<file path="src/rtl/h_bridge_burst_if.sv">
// Bundle of control, configuration and gate-drive signals for the H-bridge burst driver.
// start is a one-cycle request, taken only when the driver is idle and abort is low; busy acts as not-ready.
interface h_bridge_burst_if #(
  parameter int CNT_W   = 16,
  parameter int BURST_W = 8
);
  logic               start;
  logic               abort;
  logic [CNT_W-1:0]   half_period;
  logic [CNT_W-1:0]   dead_time;
  logic [BURST_W-1:0] n_cycles;
  logic               hlh;
  logic               hll;
  logic               hrh;
  logic               hrl;
  logic               txrx;
  logic               busy;
  logic               done;
  logic               err;
  logic               aborted;
  logic [3:0]         state_dbg;

  modport master (
    output start, abort, half_period, dead_time, n_cycles,
    input  hlh, hll, hrh, hrl, txrx, busy, done, err, aborted, state_dbg
  );

  modport slave (
    input  start, abort, half_period, dead_time, n_cycles,
    output hlh, hll, hrh, hrl, txrx, busy, done, err, aborted, state_dbg
  );
endinterface

</file>
<file path="src/rtl/h_bridge_burst.sv">
// Transducer ping generator: N full-bridge cycles with dead time, optional low-side damping,
// and a T/R envelope. Every output is a register; gate patterns are loaded on state entry.
module h_bridge_burst #(
  parameter int CNT_W       = 16,
  parameter int BURST_W     = 8,
  parameter int DAMP_CYCLES = 32
) (
  input logic             clk,
  input logic             rst,
  h_bridge_burst_if.slave bus
);
  typedef enum logic [3:0] {
    IDLE    = 4'd0,
    DEAD_A  = 4'd1,
    DRIVE_A = 4'd2,
    DEAD_B  = 4'd3,
    DRIVE_B = 4'd4,
    DEAD_C  = 4'd5,
    DAMP    = 4'd6,
    DONE    = 4'd7
  } state_t;

  // gate bit order {hlh, hll, hrh, hrl}
  localparam logic [3:0] G_OFF  = 4'b0000;
  localparam logic [3:0] G_A    = 4'b1001;
  localparam logic [3:0] G_B    = 4'b0110;
  localparam logic [3:0] G_DAMP = 4'b0101;

  localparam logic [CNT_W-1:0]   ONE_C     = CNT_W'(1);
  localparam logic [BURST_W-1:0] ONE_B     = BURST_W'(1);
  localparam logic [CNT_W-1:0]   DAMP_LAST = CNT_W'((DAMP_CYCLES > 0) ? DAMP_CYCLES - 1 : 0);

  state_t             state;
  logic [3:0]         gates;
  logic               txrx_r, busy_r, done_r, err_r, aborted_r;
  logic [CNT_W-1:0]   h_r, d_r, phase_cnt;
  logic [BURST_W-1:0] n_r, burst_cnt;
  logic [CNT_W-1:0]   dead_last, drive_last;
  logic [BURST_W-1:0] burst_last;
  logic               cfg_bad;

  assign dead_last  = d_r - ONE_C;
  assign drive_last = h_r - d_r - ONE_C;
  assign burst_last = n_r - ONE_B;
  assign cfg_bad    = (bus.half_period == '0) || (bus.dead_time == '0) ||
                      (bus.dead_time >= bus.half_period) || (bus.n_cycles == '0);

  always_ff @(posedge clk) begin
    if (!rst) begin
      state     <= IDLE;
      gates     <= G_OFF;
      txrx_r    <= 1'b0;
      busy_r    <= 1'b0;
      done_r    <= 1'b0;
      err_r     <= 1'b0;
      aborted_r <= 1'b0;
      h_r       <= '0;
      d_r       <= '0;
      n_r       <= '0;
      phase_cnt <= '0;
      burst_cnt <= '0;
    end else begin
      done_r    <= 1'b0;
      err_r     <= 1'b0;
      aborted_r <= 1'b0;
      if (bus.abort && busy_r) begin
        // abort wins over everything, damping included
        state     <= IDLE;
        gates     <= G_OFF;
        txrx_r    <= 1'b0;
        busy_r    <= 1'b0;
        aborted_r <= 1'b1;
        phase_cnt <= '0;
      end else begin
        case (state)
          IDLE: begin
            if (bus.start && !bus.abort) begin
              if (cfg_bad) begin
                err_r <= 1'b1;
              end else begin
                h_r       <= bus.half_period;
                d_r       <= bus.dead_time;
                n_r       <= bus.n_cycles;
                phase_cnt <= '0;
                burst_cnt <= '0;
                state     <= DEAD_A;
                gates     <= G_OFF;
                txrx_r    <= 1'b1;
                busy_r    <= 1'b1;
              end
            end
          end
          DEAD_A: begin
            if (phase_cnt == dead_last) begin
              phase_cnt <= '0;
              state     <= DRIVE_A;
              gates     <= G_A;
            end else begin
              phase_cnt <= phase_cnt + ONE_C;
            end
          end
          DRIVE_A: begin
            if (phase_cnt == drive_last) begin
              phase_cnt <= '0;
              state     <= DEAD_B;
              gates     <= G_OFF;
            end else begin
              phase_cnt <= phase_cnt + ONE_C;
            end
          end
          DEAD_B: begin
            if (phase_cnt == dead_last) begin
              phase_cnt <= '0;
              state     <= DRIVE_B;
              gates     <= G_B;
            end else begin
              phase_cnt <= phase_cnt + ONE_C;
            end
          end
          DRIVE_B: begin
            if (phase_cnt == drive_last) begin
              phase_cnt <= '0;
              gates     <= G_OFF;
              burst_cnt <= burst_cnt + ONE_B;
              // compare before increment so N = 2^BURST_W-1 never wraps
              if (burst_cnt != burst_last) begin
                state <= DEAD_A;
              end else if (DAMP_CYCLES > 0) begin
                state <= DEAD_C;
              end else begin
                state  <= DONE;
                txrx_r <= 1'b0;
                busy_r <= 1'b0;
                done_r <= 1'b1;
              end
            end else begin
              phase_cnt <= phase_cnt + ONE_C;
            end
          end
          DEAD_C: begin
            if (phase_cnt == dead_last) begin
              phase_cnt <= '0;
              state     <= DAMP;
              gates     <= G_DAMP;
            end else begin
              phase_cnt <= phase_cnt + ONE_C;
            end
          end
          DAMP: begin
            if (phase_cnt == DAMP_LAST) begin
              phase_cnt <= '0;
              state     <= DONE;
              gates     <= G_OFF;
              txrx_r    <= 1'b0;
              busy_r    <= 1'b0;
              done_r    <= 1'b1;
            end else begin
              phase_cnt <= phase_cnt + ONE_C;
            end
          end
          DONE: begin
            state <= IDLE;
            gates <= G_OFF;
          end
          default: begin
            state  <= IDLE;
            gates  <= G_OFF;
            txrx_r <= 1'b0;
            busy_r <= 1'b0;
          end
        endcase
      end
    end
  end

  assign bus.hlh       = gates[3];
  assign bus.hll       = gates[2];
  assign bus.hrh       = gates[1];
  assign bus.hrl       = gates[0];
  assign bus.txrx      = txrx_r;
  assign bus.busy      = busy_r;
  assign bus.done      = done_r;
  assign bus.err       = err_r;
  assign bus.aborted   = aborted_r;
  assign bus.state_dbg = state;
endmodule

</file>
<file path="src/flat_wrapper.sv">
// flat-port wrapper written by rule: the top's interface ports become plain ports
module h_bridge_burst_flat 
#(
  parameter int CNT_W       = 16,
  parameter int BURST_W     = 8,
  parameter int DAMP_CYCLES = 32
)
  (clk, rst, bus_start, bus_abort, bus_half_period, bus_dead_time, bus_n_cycles, bus_hlh, bus_hll, bus_hrh, bus_hrl, bus_txrx, bus_busy, bus_done, bus_err, bus_aborted, bus_state_dbg);
  h_bridge_burst_if #(.CNT_W(CNT_W), .BURST_W(BURST_W)) bus_i ();
  input logic clk;
  input logic rst;
  input wire logic [$bits(bus_i.start)-1:0] bus_start;
  input wire logic [$bits(bus_i.abort)-1:0] bus_abort;
  input wire logic [$bits(bus_i.half_period)-1:0] bus_half_period;
  input wire logic [$bits(bus_i.dead_time)-1:0] bus_dead_time;
  input wire logic [$bits(bus_i.n_cycles)-1:0] bus_n_cycles;
  output wire logic [$bits(bus_i.hlh)-1:0] bus_hlh;
  output wire logic [$bits(bus_i.hll)-1:0] bus_hll;
  output wire logic [$bits(bus_i.hrh)-1:0] bus_hrh;
  output wire logic [$bits(bus_i.hrl)-1:0] bus_hrl;
  output wire logic [$bits(bus_i.txrx)-1:0] bus_txrx;
  output wire logic [$bits(bus_i.busy)-1:0] bus_busy;
  output wire logic [$bits(bus_i.done)-1:0] bus_done;
  output wire logic [$bits(bus_i.err)-1:0] bus_err;
  output wire logic [$bits(bus_i.aborted)-1:0] bus_aborted;
  output wire logic [$bits(bus_i.state_dbg)-1:0] bus_state_dbg;
  assign bus_i.start = bus_start;
  assign bus_i.abort = bus_abort;
  assign bus_i.half_period = bus_half_period;
  assign bus_i.dead_time = bus_dead_time;
  assign bus_i.n_cycles = bus_n_cycles;
  assign bus_hlh = bus_i.hlh;
  assign bus_hll = bus_i.hll;
  assign bus_hrh = bus_i.hrh;
  assign bus_hrl = bus_i.hrl;
  assign bus_txrx = bus_i.txrx;
  assign bus_busy = bus_i.busy;
  assign bus_done = bus_i.done;
  assign bus_err = bus_i.err;
  assign bus_aborted = bus_i.aborted;
  assign bus_state_dbg = bus_i.state_dbg;
  h_bridge_burst #(.CNT_W(CNT_W), .BURST_W(BURST_W), .DAMP_CYCLES(DAMP_CYCLES)) u_core (.clk(clk), .rst(rst), .bus(bus_i));
endmodule
</file>
<file path="config.mk">
export PLATFORM = sky130hd
export DESIGN_NAME = h_bridge_burst_flat
export DESIGN_NICKNAME = d
export VERILOG_FILES = /design/src/rtl/h_bridge_burst_if.sv /design/src/rtl/h_bridge_burst.sv /design/src/flat_wrapper.sv
export SDC_FILE = /design/constraint.sdc
export NUM_CORES = 1
export LEC_CHECK = 0
export BUFFER_PORTS_ARGS = -buffer_cell sky130_fd_sc_hd__buf_2
export CAP_MARGIN = 30
export CORE_UTILIZATION = 30
export DETAILED_ROUTE_END_ITERATION = 16
export GPL_TIMING_DRIVEN = 0
export PLACE_DENSITY_LB_ADDON = 0.12
export SYNTH_ARGS = -nofsm -noshare
export SYNTH_HDL_FRONTEND = slang
export SYNTH_SLANG_ARGS = --single-unit
</file>
<file path="constraint.sdc">
create_clock -name clk -period 5.2 [get_ports clk]
set_clock_uncertainty 0.15 [all_clocks]
set_input_delay 1.56 -clock clk [delete_from_list [all_inputs] [get_ports clk]]
set_output_delay 1.56 -clock clk [all_outputs]
set_load 0.01 [all_outputs]
</file>
-- Word-level counts from Yosys, hierarchy flattened
Cells that the tools add are included.
- output and inout port bits: 13
- input bits: 44
- flip-flop bits (word level): 76
- add/sub/neg operators: 6
- $lt $le $gt $ge: 1
- bitwise operators: 7
- muxes and demuxes: 34
- reduce and logical (&&, ||, !) cells: 24
- equal/unequal tests: 20
- operator list (cell ; number):
    $mux 16 ; 5
    $pmux 16 s4 ; 1
    $mux 4 ; 14
    $eq 16x16->1 ; 2
    $logic_not 16->1 ; 2
    $sub 16x1->16 const B ; 2
    $pmux 4 s7 ; 1
    $mux 8 ; 3
    $pmux 4 s6 ; 1
    $add 16x1->16 const B ; 1
    $eq 16x5->1 const B ; 1
    $eq 4x3->1 const B ; 4
    $ge 16x16->1 ; 1
    $ne 2x1->1 const B ; 8
    $pmux 8 s2 ; 1
    $sub 16x16->16 ; 1
    $add 8x1->8 const B ; 1
    $eq 4x2->1 const B ; 2
    $logic_not 8->1 ; 1
    $ne 8x8->1 ; 1
    $reduce_and 4->1 ; 2
    $reduce_and 8->1 ; 1
    $sub 8x1->8 const B ; 1
    $not 1->1 ; 7
    18 further kinds ; 28

-- Depth between registers and ports, before layout
- word-level depth: 7
- depth in mapped cells: 14

-- Worst setup path before layout
Ideal clock, no wire load.
- path type: input -> register
- from: input port bus_dead_time[0]
- to: register u_core.h_r[1]
- data arrival time: 3.938 ns
- stages: 13
- setup slack: 0.985 ns
- buffers on the path: 2
- setup time: 0.128 ns
- cell sequence: inv_1 -> ha_1 -> nand2b_1 -> a21o_1 -> a21o_1 -> a211oi_1 -> o21ai_0 -> a21bo_2 -> nor2_1 -> buf_2 -> buf_1 -> mux2i_1 -> nor2_1
- cells in the longest elaborated chain, start to end: 6
- elaborated cells between the ends (all ways): 7
- ends and longest elaborated chain (element ; RTL line ; RTL):
    from (decl) ; flat_wrapper.sv:15 ; input wire logic [$bits(bus_i.dead_time)-1:0] bus_dead_time;
    parallel branches: the longest is 2 deep, another holds $ge 16x16->1 ; n/a ;
    $logic_or 1x1->1 (*) ; h_bridge_burst.sv:45 ; assign cfg_bad = (bus.half_period == '0) || (bus.dead_time == '0) ||
    $logic_or 1x1->1 (*) ; h_bridge_burst.sv:46 ; (bus.dead_time >= bus.half_period) || (bus.n_cycles == '0);
    $not 1->1 (no line) (*) ; n/a ;
    $reduce_and 4->1 (no line) (*) ; n/a ;
    to (signal assigned) ; h_bridge_burst.sv:81 ; h_r <= bus.half_period;
    to (decl) ; h_bridge_burst.sv:36 ; logic [CNT_W-1:0] h_r, d_r, phase_cnt;
Every way passes the cells marked *.
A chain may end at the register's enable or synchronous reset.

-- Worst setup path in the final report
- from: input port bus_dead_time[9]
- to: register u_core.d_r[1]
- cells in the longest elaborated chain, start to end: 6
- elaborated cells between the ends (all ways): 7
- ends and longest elaborated chain (element ; RTL line ; RTL):
    parallel branches: the longest is 2 deep, another holds $ge 16x16->1 ; n/a ;
    $logic_or 1x1->1 (*) ; h_bridge_burst.sv:45 ;
    $logic_or 1x1->1 (*) ; h_bridge_burst.sv:46 ;
    $not 1->1 (no line) (*) ; n/a ;
    $reduce_and 4->1 (no line) (*) ; n/a ;
    to (signal assigned) ; h_bridge_burst.sv:82 ; d_r <= bus.dead_time;
    to (decl) ; h_bridge_burst.sv:36 ;
Marks and branches as above.

==> impl_results.md <==
* Postcts setup bufs at 0
* Core footprint at around 18000 um^2
* Status: complete, no violations
* Share of layout cells above drive strength 1 at roughly 12%
* Die Wd at approximately 140 um
* Worst r2r src: u_core.d_r[0]
* Wire length on met2 at 7.91 mm
* Largest net degree at the start of global routing at 13
* Post-route cell area at 6510 um^2
* Synth area leader: dfxtp_1
* Met3 wire len at about 800 um
* GRT overflow at 0
* Primary FF master, synth: dfxtp_1
* Hold_ws at between 300 and 400 ps
* Routed length per instance at between 15 and 20 um
* CTS Root Cell: clkbuf_16
* IO buf count at 55
* Footprint of the multi-input gates at roughly 3800 um^2
* Post-synth ARST share at 0%
* CP Capture Type: register
* Hold EP: u_core.gates[1]
* Worst Path Required at 5260 ps
* Endpoints failing setup at 0
* Area contributors post-synth: dfxtp_1, ha_1, mux2i_1, nor2_1, xnor2_1
* Post-CTS Resized at 0
* Pwr dens at about 320 nW/um^2
* Initial antenna violation count at 0
* RR Endpoint: u_core.burst_cnt[6]
* Starting density of the core at between 30 and 40%
* Setup_tns at 0 ps
* DP HPWL at between 10 and 15 mm
* Clk_lat worst skew at roughly 350 ps
* Clk buf depth at 2
* Type of origin of the critical path: primary input
* Filler cells at around 1900
* Ys Warns at 0
* Max VDD drop at approximately 0.17 mV
* Post-DP Area at a little over 6000 um^2
* First-pass GRT wire length at 28.2 mm
* R2R depth at 13
* Fmax at approximately 210 MHz
* Max-Cap Viols at 0
* Synth Instances at between 700 and 800
* Worst Hold Launch: u_core.gates[1]
* RePlAce Congestion at about 0.88
* Via-to-Cell Ratio at 5.32
* CTS tree: yes
* Fin crit period at between 4000 and 5000 ps
* CTS Sinks at 75
* Clock transition at path regs at ~60 ps
* Post-Syn Nets at 826
* Register area share after synthesis at between 20% and 30%
* Number of enable-type register cells in the synthesized netlist at 0
* RSZ-0062 raised after global routing: false
* Least-Margin Pin Slew at between 800 and 900 ps
* Via count at ~5500
* GRT Total Usage at a little under a fifth
* Slew margin rel. at ~44%
* Die area at 19500 um^2
* Met1 WL at roughly 8.3 mm
* Final Max Slew Viols at 0
* Layout area overhead at 14.7%
* Post-Route WL at ~17 mm
* Drt first pass iters at 5
* Top Ports at 57
* Hold_buf cts at 0
* # DRC at 0
* Vias in the first global route at between 5000 and 6000
* Worst Path Arrival at a little under 5000 ps
* Max Used Layer: met4
* Slack of the worst reg-to-reg path at roughly 1000 ps
* Synthesized area per cell at between 7 and 8 um^2
* Final Cycle Share at about 90%
* Synth cell types at around 70
* Number of diodes at 0
* Critical path class: primary input to register
* Number of routed nets with antenna violations at 0
* Fin. Hold Viols at 0
* Synth Register Bits at between 70 and 80
* Synth Cell Area at 5680 um^2
* Initial drt markers at roughly 340
* Site Rows at between 40 and 50
* Hold Path Stages at 2
* Crit path max fanout at 10
* H-tree Lvls at 3
* Die Ht at approximately 140 um
* Yosys top cell area share at between 20% and 30%
* FF/Latch Area at between 1500 and 2000 um^2
* Hold Crit Class: register to register
* Final layout net count at 892
* Leak at around 2.6 nW
* CTS buffer count at 9
## registers in the layout, indices dropped and copies added, names as in the netlist, 3 cells and up
name / flops
u_core.burst_cnt: 8
u_core.h_r: 16
u_core.gates: 4
u_core.d_r: 16
u_core.n_r: 8
u_core.bus.state_dbg: 3
u_core.phase_cnt: 16
## critical path, stage by stage
cell and delay (ps):
buf_2 120, ha_1 310, a21o_1 160, a211oi_1 200
o21ai_0 190, nor3_1 190, o21ai_0 330, a21bo_2 330
nor2_1 270, buf_2 330, buf_1 490, nor2_1 90
a21oi_1 140, nor2_1 70
## per-stage QoR
step | std cells | worst slack (ps) | utilization, % | power, W
after floorplan | 742 | 985 | - | 0.00131
after global placement | 1026 | 95.8 | 34.1 | 0.00152
after detailed placement | 1026 | 61.8 | 34.1 | 0.00153
after CTS | 1041 | 423 | 35.6 | 0.00213
after global routing | 1041 | 169 | 35.6 | 0.00225
final | 1041 | 451 | 35.6 | 0.00211
## where the power goes
part / switching (W) / internal (W)
registers: 0.0000394 / 0.000616
clock network: 0.000257 / 0.000334
logic: 0.000518 / 0.000350
total: 0.000814 / 0.00130
## placed cells by master (no fill, tap or decap), types with 8 or more instances in the layout
cell type   n
and4_1      8
xor2_1     20
nand4_1    20
inv_1      51
nand2_1    55
xnor2_1    32
clkbuf_1   29
a21oi_1    47
and3_1      8
mux2i_1    35
a211oi_1   11
dfxtp_1    75
ha_1       39
nor3_1     20
clkbuf_16   9
a31oi_1    13
nor4_1     17
a21o_1      8
o21ai_0    34
nor2_1     87
buf_2      64
nand3_1    34
## routing by layer
metal	global-route usage, %	up-vias
met5	0	-
met4	7.00	0
met3	3.37	27
met2	30.6	162
met1	24.2	2565
li1	-	2783
## cells by family after synthesis
group	share of synthesized area [%]
xor+xnor	8.60
compound gates	17.8
simple gates	24.9
mux	6.41
flops	26.4
buf+inv	6.88
fa+ha+maj	8.95
other cells	0.0661
## Yosys cell counts, types with 5 or more instances
cell / n
nand4_1: 20
nor4_1: 17
a21oi_1: 47
buf_2: 9
a211oi_1: 11
nor3_1: 20
ha_1: 39
or3_1: 6
inv_1: 51
and4_1: 8
nand2_1: 55
o22ai_1: 5
nand3_1: 34
clkbuf_1: 28
a21o_1: 8
dfxtp_1: 75
xnor2_1: 32
and3_1: 8
o21ai_0: 34
mux2i_1: 35
a31oi_1: 13
nor2_1: 87
o211ai_1: 5
xor2_1: 20
## worst max path at each step
stage	start	end	slack, ps	depth (start not counted)
detailed placement	bus_dead_time[9]	u_core.h_r[2]	60	13
CTS	bus_dead_time[9]	u_core.h_r[6]	420	13
finish	bus_dead_time[9]	u_core.d_r[1]	450	14
global placement	bus_half_period[9]	u_core.h_r[4]	100	14
floorplan	bus_dead_time[0]	u_core.h_r[1]	980	13
global route	bus_half_period[9]	u_core.d_r[0]	170	15
## cell type report
class                           count  area share [%]
Buffer                             44            3.00
Clock inverter                      4           0.423
Clock buffer                       11            3.73
Sequential cell                    75            23.1
Tap cell                          229            4.40
Timing Repair Buffer               55            4.23
Multi-Input combinational cell    571            58.2
Inverter                           52            3.00
No activity file was read; power rests on OpenSTA's default activity.
